## config.mk

```make
export PLATFORM = sky130hd
export DESIGN_NAME = cd_host_link
export DESIGN_NICKNAME = d
export VERILOG_FILES = /design/src/rtl/cd_host_link.sv
export SDC_FILE = /design/constraint.sdc
export NUM_CORES = 1
export LEC_CHECK = 0
export CORE_MARGIN = 2
export CORE_UTILIZATION = 45
export CTS_BUF_LIST = sky130_fd_sc_hd__clkbuf_16
export DETAILED_ROUTE_END_ITERATION = 8
export PLACE_DENSITY_LB_ADDON = 0.15
export SYNTH_ARGS = -nofsm -noshare
export SYNTH_HDL_FRONTEND = slang
export SYNTH_SLANG_ARGS = --single-unit
```

## constraint.sdc

```tcl
create_clock -name CLK_12M -period 5.6 [get_ports CLK_12M]
set_clock_uncertainty 0.05 [all_clocks]
set_input_delay 0.56 -clock CLK_12M [delete_from_list [all_inputs] [get_ports CLK_12M]]
set_output_delay 0.56 -clock CLK_12M [all_outputs]
set_load 0.02 [all_outputs]
```

## src/rtl/cd_host_link.sv

```systemverilog
// cd_host_link: host end of the CDD nibble link; define CDD_CHECKSUM_EN to generate/check frame checksums
module cd_host_link #(
   parameter int HOLD_CYCLES = 128,
   parameter int TIMEOUT = 8191
) (
   input  logic        CLK_12M,
   input  logic        RESET,
   input  logic        ENABLE,
   input  logic        CD_nIRQ,
   input  logic        CDCK,
   input  logic [3:0]  CDD_DOUT,
   output logic        HOCK,
   output logic [3:0]  CDD_DIN,
   input  logic [39:0] CMD_DATA,
   output logic [39:0] STATUS_DATA,
   output logic        STATUS_STB,
   output logic        STATUS_OK,
   output logic        COMM_ERR,
   output logic        BUSY
);
   localparam int HW = $clog2(HOLD_CYCLES + 1);
   typedef enum logic [2:0] {IDLE, S_LO, S_HI, C_LO, C_HI, C_WAIT} state_t;
   state_t state_q, state_d;
   logic [2:0] irq_q;
   logic [1:0] cdck_q;
   logic [3:0] dout_m_q, dout_s_q;
   logic [3:0] n_q, n_d;
   logic hock_q, hock_d, pend_q, pend_d, stb_q, stb_d, ok_q, ok_d, err_q, err_d;
   logic [HW-1:0] hold_q, hold_d;
   logic [12:0] wait_q, wait_d;
   logic [39:0] cmd_q, cmd_d, stat_q, stat_d, status_q, status_d;
   logic irq_fall, hold_ok, cdck_s;
`ifdef CDD_CHECKSUM_EN
   function automatic logic [3:0] csum(input logic [35:0] f);
      logic [3:0] s;
      s = 4'd5;
      for (int i = 0; i < 9; i++) s = s + f[4*i +: 4];
      return ~s;
   endfunction
`endif
   assign irq_fall = irq_q[2] & ~irq_q[1];
   assign cdck_s = cdck_q[1];
   assign hold_ok = hold_q >= HW'(HOLD_CYCLES);
   always_comb begin
      state_d = state_q;
      n_d = n_q;
      hock_d = hock_q;
      pend_d = pend_q;
      cmd_d = cmd_q;
      stat_d = stat_q;
      status_d = status_q;
      ok_d = ok_q;
      stb_d = 1'b0;
      err_d = 1'b0;
      case (state_q)
         IDLE: begin
            pend_d = pend_q | (irq_fall & ENABLE);
            if (!hock_q && hold_ok) hock_d = 1'b1;
            else if (hock_q && hold_ok && pend_d) begin
`ifdef CDD_CHECKSUM_EN
               cmd_d = {csum(CMD_DATA[35:0]), CMD_DATA[35:0]};
`else
               cmd_d = CMD_DATA;
`endif
               pend_d = 1'b0;
               n_d = 4'd0;
               hock_d = 1'b0;
               state_d = S_LO;
            end
         end
         S_LO: if (!cdck_s && hold_ok) begin
            stat_d[4*n_q +: 4] = dout_s_q;
            hock_d = 1'b1;
            state_d = S_HI;
         end
         S_HI: if (cdck_s && hold_ok) begin
            hock_d = 1'b0;
            if (n_q != 4'd9) begin
               n_d = n_q + 4'd1;
               state_d = S_LO;
            end else begin
               status_d = stat_q;
`ifdef CDD_CHECKSUM_EN
               ok_d = stat_q[39:36] == csum(stat_q[35:0]);
`else
               ok_d = 1'b1;
`endif
               stb_d = 1'b1;
               n_d = 4'd0;
               state_d = C_LO;
            end
         end
         C_LO: if (hold_ok) begin
            hock_d = 1'b1;
            state_d = C_HI;
         end
         C_HI: if (cdck_s && hold_ok) begin
            hock_d = 1'b0;
            state_d = C_WAIT;
         end
         C_WAIT: if (!cdck_s) begin
            n_d = (n_q != 4'd9) ? n_q + 4'd1 : 4'd0;
            state_d = (n_q != 4'd9) ? C_LO : IDLE;
         end
         default: state_d = IDLE;
      endcase
      // a timeout or a fresh IRQ mid-frame drops the frame; a restart re-acks from IDLE
      if (state_q != IDLE && (irq_fall || wait_q == 13'(TIMEOUT))) begin
         err_d = 1'b1;
         hock_d = 1'b1;
         pend_d = irq_fall & ENABLE;
         status_d = status_q;
         ok_d = ok_q;
         stb_d = 1'b0;
         state_d = IDLE;
      end
      wait_d = (state_q == IDLE || state_d != state_q) ? 13'd0 : wait_q + 13'd1;
      hold_d = (hock_d != hock_q) ? '0 : hold_ok ? hold_q : hold_q + 1'b1;
   end
   always_ff @(posedge CLK_12M or posedge RESET) begin
      if (RESET) begin
         irq_q <= 3'b111;
         cdck_q <= 2'b11;
         dout_m_q <= 4'd0;
         dout_s_q <= 4'd0;
         state_q <= IDLE;
         n_q <= 4'd0;
         hock_q <= 1'b1;
         pend_q <= 1'b0;
         hold_q <= '0;
         wait_q <= 13'd0;
         cmd_q <= 40'd0;
         stat_q <= 40'd0;
         status_q <= 40'd0;
         ok_q <= 1'b0;
         stb_q <= 1'b0;
         err_q <= 1'b0;
      end else begin
         irq_q <= {irq_q[1:0], CD_nIRQ};
         cdck_q <= {cdck_q[0], CDCK};
         dout_m_q <= CDD_DOUT;
         dout_s_q <= dout_m_q;
         state_q <= state_d;
         n_q <= n_d;
         hock_q <= hock_d;
         pend_q <= pend_d;
         hold_q <= hold_d;
         wait_q <= wait_d;
         cmd_q <= cmd_d;
         stat_q <= stat_d;
         status_q <= status_d;
         ok_q <= ok_d;
         stb_q <= stb_d;
         err_q <= err_d;
      end
   end
   assign HOCK = hock_q;
   assign CDD_DIN = (state_q inside {C_LO, C_HI, C_WAIT}) ? cmd_q[4*n_q +: 4] : 4'd0;
   assign STATUS_DATA = status_q;
   assign STATUS_STB = stb_q;
   assign STATUS_OK = ok_q;
   assign COMM_ERR = err_q;
   assign BUSY = (state_q != IDLE) | pend_q;
endmodule

```

== After elaboration in Yosys (flattened, before gate mapping) ==
Index checks and enable logic that the tools add are counted.
Word-level totals
  bits in registers: 166
  bits of input ports: 49
  output and inout port bits: 49
  word-level logic and storage cells: 104
Cells by class
  add/subtract/negate cells: 4
  order comparisons: 1
  equality and inequality tests: 14
  shifts and indexed selects: 3
  mux-type cells: 38
  bitwise gates (word level): 8
  reductions and logical operators: 20
Operators by type and width (number)
  bitwise mux 40 bit: 1
  variable shift 4 x 34 -> 40 bit (first input constant): 1
  indexed part select 4 x 34 -> 40 bit: 1
  indexed part select 40 x 7 -> 4 bit: 1
  negator 6 -> 34 bit: 1
  2-to-1 mux 3 bit: 8
  2-to-1 mux 4 bit: 6
  case mux 3 bit (6 select lines): 1
  2-to-1 mux 8 bit: 2
  2-to-1 mux 1 bit: 15
  adder 13 x 1 -> 13 bit (second input constant): 1
  == test 13 bit (second input constant): 1
  2-to-1 mux 13 bit: 1
  case mux 4 bit (3 select lines): 1
  nonzero test 3 bit: 3
  adder 8 x 1 -> 8 bit (second input constant): 1
  >= comparator 8 bit (second input constant): 1
  inequality test 2 bit (second input constant): 4
  == test 3 x 2 -> 1 bit (second input constant): 2
  == test 3 bit (second input constant): 2
  logical AND 1 bit: 6
  AND reduction 5 bit: 1
  adder 4 x 1 -> 4 bit (second input constant): 1
  2-to-1 mux 2 bit: 2
  other kinds (17): 24

== Logic depth before layout (Yosys ltp) ==
Gate-level depths: netlist of the first run.
  word-level depth: 12
  gate-level depth with buffers: 9
  depth with buffers taken out: 7

== Worst setup path after synthesis of the first run ==
OpenSTA, ideal clock, no wires.
  kind: reg2reg
  from: reg n_q[0]
  to: reg stat_q[36]
  library setup time: 0.128 ns
  arrival time: 2.673 ns
  required time: 5.422 ns
  setup slack: 2.750 ns
  stages on the path, launching flop included: 10
  path buffers: 3
  period minus slack after synthesis: 2.850 ns
  cell sequence: dfrtp_1 buf_4 buf_1 clkbuf_1 nor3_1 ha_1 a211oi_1 nand3_1 or3b_1 mux2_1
Between the ends
  word-level cells in the longest chain between the ends: 3
  elaborated cells on any way between the ends: 4
  those cells by class: add/sub: 1; shift: 2; mux: 1
RTL lines
  start: declaration: line 27  | logic [3:0] n_q, n_d;
  start signal: assignment: line 144  | n_q <= n_d;
  negator 6 -> 34 bit (*): line 72  | stat_d[4*n_q +: 4] = dout_s_q;
  indexed part select 4 x 34 -> 40 bit / variable shift 4 x 34 -> 40 bit (equally long branches): line 72
  bitwise mux 40 bit (*): line 72
  end signal: assignment: line 150  | stat_q <= stat_d;
  end: declaration: line 31  | logic [39:0] cmd_q, cmd_d, stat_q, stat_d, status_q, status_d;
Every way passes the cells marked *; elsewhere a longest branch is shown, timed or not.
A chain may end at the register's enable or synchronous reset.

== Final worst setup path of the first run ==
  from: reg n_q[0]
  to: out CDD_DIN[3]
Between the ends
  word-level cells in the longest chain between the ends: 2
RTL lines
  indexed part select 40 x 7 -> 4 bit: line 158  | assign CDD_DIN = (state_q inside {C_LO, C_HI, C_WAIT}) ? cmd_q[4*n_q +: 4] : 4'd0;
  2-to-1 mux 4 bit: line 158
  end: declaration: line 13  | output logic [3:0] CDD_DIN,
Every way passes these cells.

==> results of run 1 <==
worst max-delay path: cells and delay by family (launching register included):
| family | cells | cell delay (ps) |
|---|---|---|
| and+or+nand+nor | 1 | 190 |
| DFF | 1 | 610 |
| buffers and inverters | 2 | 910 |
| AOI/OAI and AO/OA | 1 | 90 |
| muxes | 2 | 740 |
final timing paths:
path                          endpoint  depth (start not counted)
max                         CDD_DIN[3]                          6
min                        dout_s_q[0]                          0
max reg2reg                  wait_q[0]                          6
min reg2reg                dout_s_q[0]                          0
max in group asynchronous    stat_q[7]                          3
min in group asynchronous    STATUS_OK                          2
power groups by stage:
stage / Sequential (mW) / Combinational (mW) / Clock, mW
global placement: 1.32 / 0.300 / 0
finish: 1.30 / 0.307 / 1.12
detailed placement: 1.32 / 0.310 / 0
CTS: 1.30 / 0.313 / 1.15
global route: 1.31 / 0.344 / 1.20
floorplan: 1.29 / 0.239 / 0
metal layers:
layer  part of all wire [%]  track usage (%)
met1                     47            25.20
met2                     49            28.96
met3                    3.6            5.096
met4                   0.96            5.197
met5                      0                0
stage by stage:
step	setup WS [ps]	power [mW]	instances
floorplan	509.9	1.532	578
global route	1863	2.851	904
detailed placement	2344	1.634	873
finish	2026	2.727	904
global placement	2426	1.620	873
CTS	1981	2.761	904
sequential cells by signal, indices dropped and copies added, names as in the netlist:
register,flops
STATUS_DATA,40
cmd_q,40
stat_q,40
wait_q,13
hold_q,8
dout_m_q,4
dout_s_q,4
n_q,4
irq_q,3
state_q,3
cdck_q,2
COMM_ERR,1
HOCK,1
STATUS_OK,1
STATUS_STB,1
pend_q,1
cell type report:
type / count / area, um2 / share of cell area (%)
Multi-Input combinational cell: 370 / 3114 / 33.92
Sequential cell: 166 / 4161 / 45.33
Clock inverter: 14 / 135.1 / 1.472
Clock buffer: 17 / 425.4 / 4.633
Timing Repair Buffer: 102 / 1008 / 10.98
Tap cell: 220 / 275.3 / 2.998
Inverter: 15 / 61.31 / 0.6678
cells by family (layout without fill, tap and decap cells):
kind of cell,Yosys count,count (layout),synth area share (%)
flip-flops,166,166,55.87
AND/OR/NAND/NOR,145,145,10.25
multiplexers,129,129,20.56
AO/OA/AOI/OAI,71,71,7.476
buffers and inverters,42,148,2.553
XOR/XNOR,18,18,2.117
adder cells (fa/ha/maj),7,7,1.176
cell usage in the layout, fill, tap and decap left out, types with 3 or more instances in the layout:
cell and n:
a21oi_1 8, mux2_2 69, nand2b_1 8, and3_1 8, buf_4 5, ha_1 7
nand4_1 7, mux2_1 43, dfstp_2 6, o22ai_1 6, inv_6 3, nor2b_1 6
clkbuf_16 17, nor2_1 26, a211oi_1 5, clkinv_2 3, o221ai_1 3, nor3_1 18
inv_1 14, nand2_1 28, o21ai_0 18, and2_1 12, xor2_1 7, dfrtp_1 160
clkinvlp_4 3, clkdlybuf4s50_1 97, a211oi_2 10, nand3_1 16, mux2i_1 9, and3b_1 3
xnor2_1 11, mux4_2 8
==> metrics, run 1 <==
synthesis-to-finish area growth 23.27%; Post-synth ARST share 100.0%; Post-DP Area about 8600 um2; clk buf depth 2; share of the clock period used by the worst path 63.82%; Hold Buf Count CTS 0; count leader, synth dfrtp_1; final hold vios 0; DRT antenna net count 0; min cycle time layout 3574 ps; I/O Pins 98; GRT Util Overall 18.40%; Worst Min Path Start dout_m_q[0]; PostCTS Resize Cnt 0; outcome finished, final reports clean; Final GP Congestion ~0.78; initial antenna violation count 0; maximum vdd drop 0.0002003 V; # DRC 0; n_diodes 0; mean post-synth cell area between 10 and 15 um2; first-iteration detailed-routing DRC count 223; HP Class flop to flop; drt pass-1 iters 4; register share of total power 47.8%; Setup TNS 0 ps; register area share after synthesis 55.87%; Static Leakage 4.223 nW; power density cells a little under 300 nW/um2; vias in the first global route around 5,000; post-DR wirelength/cell 16.63 um; first-pass GRT wire length ~26 mm; Netlist cell types 57; Comb pwr share 11.3%; Die Ht ~130 um; Final nets 728; critical path class flop to output pin; slowest cell on the critical path dfrtp_1; max incr delay on CP 610 ps; Clk pwr share about two fifths; Routed Wire Length 15.03 mm; post-layout util a little under three fifths; Mapped Cells 578; crit path launch type flop; fmax 279.8 MHz; Synth warnings 0; synth top area cells dfrtp_1, mux2_2, mux2_1; Post-Syn Area around 7400 um2; Max transition margin between 30% and 40%; RSZ-0062 raised after global routing no; Worst-path clk slew 60 ps; CTS Root Cell clkbuf_16; final instance area 9181 um2; Crit path arrival time 2960 ps; Internal 2.010 mW; reg2reg start state_q[0]; Clock Latency Late Sink 430 ps; die area approximately 18,000 um2; routed vias/inst 5.336; total gr overflow 0; CTS tree built; Horiz. Die Dim roughly 130 um; Final setup viols 0; largest net degree at the start of global routing 109; TritonCTS Sinks ~170; Yosys top cell area share 53.75%; Top FF cell, synth dfrtp_1; Max-Cap Viols 0; critical path required time 4990 ps; crit path from n_q[0]; largest area contributor in the netlist dfrtp_1; layout cells sized above 1 20.03%; Critical Path End Type output pin; Max Slew Vio Count 0; Core ar. 16,410 um2; Net Switching 0.7169 mW; number of synthesized flops with an enable pin 0; Initial Utilization around 45%; post-CTS repair timing setup buffer count 0; hold_ws just under 300 ps; number of port buffers 97; post-synthesis register bit count 166; CP max FO 16; switching share of power 26.29%; top cells by count, synth dfrtp_1, mux2_2, mux2_1; syn nets roughly 630; H-tree depth 4; DR vias 4,824; CTS Buf Count 17; worst-margin pin slew 987.7 ps; r2r setup slk roughly 2500 ps; Row Count 47; DPL Wire Length 10.51 mm; critical path cell sequence buf_4 > mux4_2 > mux2i_1 > o22ai_1 > and2_1 > clkdlybuf4s50_1; number of fill cells ~1,400
Note: power is estimated with default switching activity, not from simulation.
==> run 2, diff against run 1 <==
clock period = 3.25 ns   (was 5.6 ns; I/O delays follow)
==> run 2 against run 1 <==
Via count barely moved. Worst hold slack got worse by 140 ps. Register-to-register slack worse by 2100 ps. Worst setup slack got worse by 1800 ps. Non-clock buffer count rose by 7. Power increased by 77%. Wire length increased by 0.73%. Sequential power grew 72%. Critical endpoint unchanged. Largest power group unchanged. Cell area rose by 1.3%. Final cell count grew 0.88%.
==> metrics, run 2 (synthesis results as in run 1) <==
outcome finished, final reports clean (unchanged); layout cells sized above 1 20.66% (was 20.03%); Final setup viols 0 (unchanged); fmax 331.0 MHz; reg2reg start n_q[1] (was state_q[0]); Post-DP Area 8710 um2 (was 8621 um2); first-pass GRT wire length 25.50 mm (unchanged); DPL Wire Length 10.63 mm (was 10.51 mm); routed vias/inst 5.294 (was 5.336); Setup TNS 0 ps (unchanged); Die Ht 132.7 um (unchanged); maximum vdd drop 0.0003575 V (was 0.0002003 V); hold_ws 161.5 ps (was 297.1 ps); clk buf depth 2 (unchanged); Clock Latency Late Sink 420 ps (was 430 ps); Critical Path End Type output pin (unchanged); largest net degree at the start of global routing 91 (was 109); Hold Buf Count CTS 0 (unchanged); crit path launch type flop (unchanged); Final GP Congestion 0.8382 (was 0.7835); slowest cell on the critical path dfrtp_1 (unchanged); Initial Utilization 45.40% (unchanged); CP bufs+invs 1 (was 2); critical path class flop to output pin (unchanged); I/O Pins 98 (unchanged); share of the clock period used by the worst path 92.97%; Row Count 47 (unchanged); Worst R2R Path Depth 6 (unchanged); vias in the first global route 4,846 (was 4,998); Routed Wire Length 15.14 mm (was 15.03 mm); synthesis-to-finish area growth 24.83% (was 23.27%); Core ar. 16,410 um2 (unchanged); die area 17,600 um2 (unchanged); critical path cell sequence mux4_2 > mux2i_1 > o22ai_1 > and2_1 > clkdlybuf4s50_1 (was buf_4 > mux4_2 > mux2i_1 > o22ai_1 > and2_1 > clkdlybuf4s50_1); # DRC 0 (unchanged); CTS Buf Count 17 (unchanged); Max Slew Vio Count 0 (unchanged); worst-margin pin slew 661.0 ps (was 987.7 ps); critical path required time 2870 ps (was 4990 ps); total gr overflow 0 (unchanged); min cycle time layout 3021 ps; CP max FO 16 (unchanged); power density cells 518.9 nW/um2 (was 297.0 nW/um2); HP Class input pin to asynchronous set/reset pin (was flop to flop); final hold vios 0 (unchanged); number of port buffers 97 (unchanged); Crit path arrival time 2650 ps (was 2960 ps); most common cell after layout, fill and taps aside dfrtp_1 (unchanged); Max transition margin 55.47% (was 33.59%); GRT Util Overall 18.17% (was 18.40%); r2r setup slk 450 ps (was 2540 ps); CTS tree built (unchanged); initial antenna violation count 0 (unchanged); Horiz. Die Dim 132.7 um (unchanged); first-iteration detailed-routing DRC count 261 (was 223); CP top delay family flip-flops (was buffers and inverters); n_diodes 0 (unchanged); Final nets 735 (was 728); reg-to-reg endpoint stat_q[39] (was wait_q[0]); drt pass-1 iters 4 (unchanged); final instance area 9298 um2 (was 9181 um2); most frequent cells in the layout dfrtp_1, clkdlybuf4s50_1, mux2_2 (unchanged); Worst-path clk slew 60 ps (about the same); Max-Cap Viols 0 (unchanged); H-tree depth 4 (unchanged); TritonCTS Sinks 166 (unchanged); DR vias 4,828 (was 4,824); post-DR wirelength/cell 16.60 um (was 16.63 um); CTS Root Cell clkbuf_16 (unchanged); RSZ-0062 raised after global routing no (unchanged); max incr delay on CP 750 ps (was 610 ps); DRT antenna net count 0 (unchanged); Static Leakage 4.279 nW (was 4.223 nW)
[run 2: changes by cell type in the layout (fill, tap and decap cells not counted), sizes merged]
cell      delta
buf          +7
bufinv       +1
clkinv       -1
clkinvlp     +1
[run 2: layout make-up]
| class | count | area (um2) |
|---|---|---|
| flip-flops and latches | 166 | 4163 |
| clock inverters | 15 | 161.4 |
| inverters | 15 | 60.06 |
| multi-input cells | 370 | 3114 |
| clock buffers | 17 | 425.4 |
| fillers | 1298 | 7109 |
| repair buffers | 109 | 1099 |
| well taps | 220 | 275.3 |
[run 2: timing repair]
| action | 4_1_cts | 5_1_grt |
|---|---|---|
| gates resized for setup | 0 | 1 |
| hold endpoints to repair | 0 | 0 |
| setup buffers | 0 | 0 |
| setup endpoints to repair | 0 | 4 |
[run 2: how the worst max path moves through the flow]
| stage | startpoint | to | slack [ps] | cells past startpoint |
|---|---|---|---|---|
| floorplan | n_q[0] | stat_q[36] | 400 | 9 |
| global placement | n_q[0] | stat_q[36] | 400 | 7 |
| detailed placement | n_q[0] | stat_q[38] | 270 | 7 |
| CTS | n_q[0] | CDD_DIN[3] | 10 | 5 |
| global route | n_q[1] | CDD_DIN[0] | 140 | 5 |
| finish | n_q[1] | CDD_DIN[3] | 230 | 5 |
[run 2: stage by stage]
| stage | power [mW] | worst slack, ps | cells | utilization [%] |
|---|---|---|---|---|
| detailed placement | 2.863 | 265.7 | 880 | 53.08 |
| floorplan | 2.641 | 399.6 | 578 | - |
| global placement | 2.839 | 401.8 | 880 | 53.08 |
| global route | 5.018 | 135.1 | 912 | 56.67 |
| CTS | 4.869 | 10.15 | 912 | 56.66 |
| finish | 4.824 | 228.6 | 912 | 56.67 |
[run 2: layer usage]
metal / vias to the layer above / track usage (%) / wire length, um
met5: - / 0 / 0
met4: 0 / 6.870 / 253
met3: 17 / 3.563 / 625
met2: 116 / 27.20 / 6920
met1: 2412 / 26.37 / 7343
li1: 2283 / - / -
[run 2: report_power, final]
part | total, mW | switching, mW | internal [mW]
Sequential | 2.23 | 0.0934 | 2.14
Clock | 2.00 | 0.805 | 1.20
Combinational | 0.591 | 0.351 | 0.239
Total | 4.82 | 1.25 | 3.57
[run 2: worst reg2reg max path: stages, from the launching register on]
cell and delay (ps):
dfrtp_1 750, inv_1 170, ha_1 270, a211oi_1 380, nand3_1 210, or3b_1 510
mux2_1 350
